==> src/rtl/pipe_hazard_ctrl.sv <==
// Stall/flush sequencer for the 5-stage pipeline: load-use interlock, memory-wait freeze,
// multi-cycle flush after a taken jump, plus a saturating stall counter and sticky timeout flag.
module pipe_hazard_ctrl #(
  parameter int FLUSH_CYCLES = 1,
  parameter int MEM_TIMEOUT  = 255,
  parameter int CNT_W        = 16
) (
  input  logic             clk,
  input  logic             rst_n,
  input  logic [4:0]       rs1_id,
  input  logic [4:0]       rs2_id,
  input  logic             uses_rs1_id,
  input  logic             uses_rs2_id,
  input  logic [4:0]       rd_ex,
  input  logic             read_mem_ex,
  input  logic             jmp_taken_ex,
  input  logic             mem_req,
  input  logic             mem_ready,
  output logic             pc_stall,
  output logic             if_id_stall,
  output logic             id_stall_req,
  output logic             flush,
  output logic             mem_timeout,
  output logic [CNT_W-1:0] stall_cycles
);

  typedef enum logic [1:0] {RUN, FLUSH, MEM_WAIT} state_t;

  localparam logic [1:0]  FLUSH_LAST = 2'(FLUSH_CYCLES - 1);
  localparam logic [15:0] TIMEOUT    = 16'(MEM_TIMEOUT);

  state_t           state_reg, state_next;
  logic [1:0]       fcnt_reg, fcnt_next;
  logic [15:0]      wcnt_reg, wcnt_next;
  logic             jmp_pend_reg, jmp_pend_next;
  logic             mem_timeout_reg;
  logic [CNT_W-1:0] stall_cnt_reg;

  logic load_use, mem_wait;
  logic pc_stall_c, if_id_stall_c, id_stall_req_c, flush_c;

  assign load_use = read_mem_ex && (rd_ex != 5'd0) &&
                    ((uses_rs1_id && (rs1_id == rd_ex)) || (uses_rs2_id && (rs2_id == rd_ex)));
  assign mem_wait = mem_req && !mem_ready;

  always_comb begin
    state_next     = state_reg;
    fcnt_next      = fcnt_reg;
    wcnt_next      = wcnt_reg;
    jmp_pend_next  = jmp_pend_reg;
    pc_stall_c     = 1'b0;
    if_id_stall_c  = 1'b0;
    id_stall_req_c = 1'b0;
    flush_c        = 1'b0;
    case (state_reg)
      RUN: begin
        if (mem_wait) begin
          pc_stall_c    = 1'b1;
          if_id_stall_c = 1'b1;
          jmp_pend_next = jmp_taken_ex;
          fcnt_next     = 2'd0;
          wcnt_next     = 16'd1;
          state_next    = MEM_WAIT;
        end else if (jmp_taken_ex) begin
          flush_c = 1'b1;
          if (FLUSH_LAST != 2'd0) begin
            fcnt_next  = FLUSH_LAST;
            state_next = FLUSH;
          end
        end else if (load_use) begin
          pc_stall_c     = 1'b1;
          if_id_stall_c  = 1'b1;
          id_stall_req_c = 1'b1;
        end
      end
      FLUSH: begin
        // A memory wait suspends the flush; the remaining count rides along into MEM_WAIT.
        if (mem_wait) begin
          pc_stall_c    = 1'b1;
          if_id_stall_c = 1'b1;
          jmp_pend_next = 1'b0;
          wcnt_next     = 16'd1;
          state_next    = MEM_WAIT;
        end else begin
          flush_c   = 1'b1;
          fcnt_next = fcnt_reg - 2'd1;
          if (fcnt_reg <= 2'd1) state_next = RUN;
        end
      end
      MEM_WAIT: begin
        if (mem_wait) begin
          pc_stall_c    = 1'b1;
          if_id_stall_c = 1'b1;
          if (wcnt_reg != 16'hFFFF) wcnt_next = wcnt_reg + 16'd1;
        end else begin
          wcnt_next     = 16'd0;
          jmp_pend_next = 1'b0;
          state_next    = RUN;
          if (jmp_pend_reg) begin
            flush_c   = 1'b1;
            fcnt_next = FLUSH_LAST;
            if (FLUSH_LAST != 2'd0) state_next = FLUSH;
          end else if (fcnt_reg != 2'd0) begin
            flush_c   = 1'b1;
            fcnt_next = fcnt_reg - 2'd1;
            if (fcnt_reg > 2'd1) state_next = FLUSH;
          end
        end
      end
      default: state_next = RUN;
    endcase
  end

  assign pc_stall     = rst_n & pc_stall_c;
  assign if_id_stall  = rst_n & if_id_stall_c;
  assign id_stall_req = rst_n & id_stall_req_c;
  assign flush        = rst_n & flush_c;
  assign mem_timeout  = mem_timeout_reg;
  assign stall_cycles = stall_cnt_reg;

  always_ff @(posedge clk) begin
    if (!rst_n) begin
      state_reg       <= RUN;
      fcnt_reg        <= 2'd0;
      wcnt_reg        <= 16'd0;
      jmp_pend_reg    <= 1'b0;
      mem_timeout_reg <= 1'b0;
      stall_cnt_reg   <= '0;
    end else begin
      state_reg    <= state_next;
      fcnt_reg     <= fcnt_next;
      wcnt_reg     <= wcnt_next;
      jmp_pend_reg <= jmp_pend_next;
      // wcnt_next is zero whenever no wait is in progress, so this only fires mid-wait.
      if (wcnt_next >= TIMEOUT) mem_timeout_reg <= 1'b1;
      if (pc_stall && (stall_cnt_reg != {CNT_W{1'b1}})) stall_cnt_reg <= stall_cnt_reg + 1'b1;
    end
  end

endmodule

==> config.mk <==
export PLATFORM = sky130hd
export DESIGN_NAME = pipe_hazard_ctrl
export DESIGN_NICKNAME = d
export VERILOG_FILES = /design/src/rtl/pipe_hazard_ctrl.sv
export SDC_FILE = /design/constraint.sdc
export NUM_CORES = 1
export LEC_CHECK = 0
export ABC_AREA = 1
export BUFFER_PORTS_ARGS = -buffer_cell sky130_fd_sc_hd__buf_4
export CORE_MARGIN = 8
export CORE_UTILIZATION = 58
export CTS_CLUSTER_DIAMETER = 150
export DETAILED_ROUTE_END_ITERATION = 16
export PLACE_DENSITY = 0.78
export SYNTH_ARGS = -nofsm -noshare
export SYNTH_HDL_FRONTEND = slang
export SYNTH_SLANG_ARGS = --single-unit
==> constraint.sdc <==
create_clock -name clk -period 2.5 [get_ports clk]
set_input_delay 0.125 -clock clk [delete_from_list [all_inputs] [get_ports clk]]
set_output_delay 0.125 -clock clk [all_outputs]
set_load 0.005 [all_outputs]
==> metrics <==
NetSw 816.7 uW; worst-skew pair later-pin latency 0.30 ns; number of max-cap violations 0; WL/cell 13.12 um; Crit. Startpoint state_reg[0]$_SDFFE_PN0P_; via/cell ratio 5.330; Post-Syn Area per Cell 6.269 um2; # H-tree levels 2; CTS clock-pin slew for the worst setup and hold paths 0.08 ns; total setup buffers inserted after CTS 0; CP endpoint kind primary output; sequential power share 37.4%; die height 87.13 um; nets@finish 542; critical path type reg -> out; drt initial violations 126; I/O pin count 44; CTS Buffer Depth 2; syn_nets 499; clock share of power 22.9%; crit path max-delay cell type dfxtp_1; layout cell share with drive strength beyond 1 16.80%; CTS Buf Count 5; Synth Register Bits 38; Pins Over Slew Limit 0; Synth Area in Adders 3.412%; Core ar. 5010 um2; port bufs 43; fill cell count 487; GRT Resource Usage Total 21.26%; sequential cell area fraction in the yosys report 25.93%; largest net degree at the start of global routing 32; Synth Area in Compound Gates 10.15%; Fmax 479.1 MHz; largest cells by area after synthesis dfxtp_1 (26%), nand2_1 (15%), inv_1 (8.4%); Worst path top cell family by delay compound AO/OA/AOI/OAI gates; most frequent CP cell buf_4; PD cells 583.3 nW/um2; CTS-repair resized insts 0; Worst Skew 0.009922 ns; Initial DRT Pass Iterations 4; class of the worst hold path in -> reg; pre-CTS WS 0.4528 ns; worst path bufs/invs 2; CP peak stage delay 0.35 ns; critical-path cell list ha_1, buf_4, nor2_1, a21boi_2, a21boi_0, buf_4; Post-synth EDFFs 0; Post-synth top flop dfxtp_1; Final WS setup 0.4126 ns; Stages on worst setup path 6; final hold vios 0; worst-margin pin slew 0.4550 ns; status complete, no violations; Synth async-reset ratio 0%; Total Wirelength 7.636 mm; Leak 1.631 nW; maximum vdd ir drop 0.2858 mV; Period minus WS final 2.087 ns; Int Pwr 1.172 mW; DR DRC count 0; multiplexer area fraction after synthesis 0%; routed via count 3102; DP HPWL 5.918 mm; Synth area leader dfxtp_1; Worst EP required 2.38 ns; Total Die Area 7591 um2; Setup-failing EPs final 0; initial antenna violation count 0; Synth Area in XOR/XNOR 5.373%; Synth top area share 25.93%; CTS Hold Bufs 0; RSZ-0062 raised after global routing no; synth unique cells 36; Yosys Warn Count 0; startpoint class of the critical path register; Sink Count 38; site row count 26; Pwr Total 1.989 mW; Sw Share 41.07%; Setup crit end if_id_stall; CTS tree yes; reg-to-reg slack, setup 0.42 ns; synth-to-layout area growth 16.20%; GR Overflow Total 0; TNS Setup 0 ns; root buf cell clkbuf_8; Initial Utilization 58.57%; R2R cell count 14; ANT cells 0; post-route clock period utilization 83.49%; Slew HR 69.60%; r2r endpoint mem_timeout$_SDFFE_PN0P_; antenna viol nets, final 0; R2R Path Start state_reg[0]$_SDFFE_PN0P_; critical path fanouts, max 9; Mapped Cells 468; Comb pwr share 39.7%; synthesized-area fraction occupied by and/or/nand/nor cells 43.88%; vias in the first global route 3005; Die X-Extent 87.13 um; Mapped Area 2934 um2; RePlAce Congestion 0.9458; first-pass GRT wire length 13.14 mm; largest family of logic cells by synthesized area simple AND/OR/NAND/NOR gates; WP data arrival 1.96 ns
## worst register-to-register path, stage by stage (launching register included)
cell     delay [ns]
dfxtp_1        0.40
inv_1          0.09
ha_1           0.28
nand2_4        0.12
nand2_2        0.08
nor2_4         0.17
nand2_1        0.15
nand3_1        0.12
nand3_1        0.08
nor2_1         0.13
nand3_1        0.11
nor2_1         0.11
nand3_1        0.07
nand2_1        0.06
inv_1          0.03
## cell usage after synthesis (3+ instances only)
cell type / count
nand2_1: 120
inv_1: 66
nor2_1: 49
nand3_1: 41
dfxtp_1: 38
a21oi_1: 28
nand4_1: 25
o21ai_0: 13
xor2_1: 10
nand2_2: 9
ha_1: 8
xnor2_1: 8
nor3_1: 7
clkbuf_1: 5
inv_2: 4
nor2_4: 4
buf_2: 3
buf_4: 3
o22ai_1: 3
## layout by cell type (no fill, tap or decap), types with 2 or more instances in the layout
master / count
a211oi_1: 2
a21oi_1: 28
buf_4: 48
clkbuf_8: 6
dfxtp_1: 38
ha_1: 8
inv_1: 66
inv_2: 4
nand2_1: 120
nand2_2: 9
nand3_1: 41
nand3_4: 2
nand4_1: 25
nor2_1: 49
nor2_2: 2
nor2_4: 4
nor2_8: 2
nor3_1: 7
nor3_2: 2
o21ai_0: 13
o22ai_1: 3
o31ai_1: 2
or2_2: 2
xnor2_1: 8
xor2_1: 10
## worst min path at each step
stage	start	end	slack (ns)	depth (start not counted)
floorplan	rst_n	mem_timeout$_SDFFE_PN0P_	0.35	3
global placement	rst_n	wcnt_reg[10]$_SDFF_PN0_	0.41	3
detailed placement	rst_n	mem_timeout$_SDFFE_PN0P_	0.42	3
CTS	rst_n	mem_timeout$_SDFFE_PN0P_	0.1	3
global route	rst_n	stall_cycles[0]$_SDFFE_PN0P_	0.11	3
finish	rst_n	mem_timeout$_SDFFE_PN0P_	0.10	3
## per-stage QoR
step / hold WS [ns] / instance area, um2 / util [%] / cells
after floorplan: 0.3548 / 2934 / - / 468
after global placement: 0.4145 / 3314 / 66.16 / 574
after detailed placement: 0.4162 / 3314 / 66.16 / 574
after CTS: 0.09985 / 3410 / 68.06 / 582
after global routing: 0.1098 / 3410 / 68.06 / 582
final: 0.1001 / 3410 / 68.06 / 582
## area by class of cell
class / count / area (um2) / area share, %
Tap cell: 70 / 87.58 / 2.569
Clock buffer: 6 / 82.58 / 2.422
Multi-Input combinational cell: 348 / 1843 / 54.06
Sequential cell: 38 / 760.7 / 22.31
Timing Repair Buffer: 48 / 360.3 / 10.57
Inverter: 70 / 262.8 / 7.706
Clock inverter: 2 / 12.51 / 0.3670
## power by group through the flow
stage / Clock [mW] / Combinational (mW) / Sequential [mW]
after floorplan: 0 / 0.568 / 0.735
after global placement: 0 / 0.766 / 0.752
after detailed placement: 0 / 0.781 / 0.755
after CTS: 0.468 / 0.786 / 0.741
after global routing: 0.494 / 0.879 / 0.753
final: 0.456 / 0.789 / 0.743
## per-layer routing
layer	vias up	routed length, um	track usage [%]
met2	94	3647	36.57
met5	-	0	0
met3	21	401	5.000
met4	0	254	10.78
met1	1389	3332	23.83
li1	1598	-	-
## kinds of logic after synthesis
group,count (synthesis)
and+or+nand+nor,269
buffers and inverters,82
adders and majority gates,8
AOI/OAI and AO/OA,53
DFF,38
xor gates and xnor gates,18
Note: power is estimated with default switching activity, not from simulation.
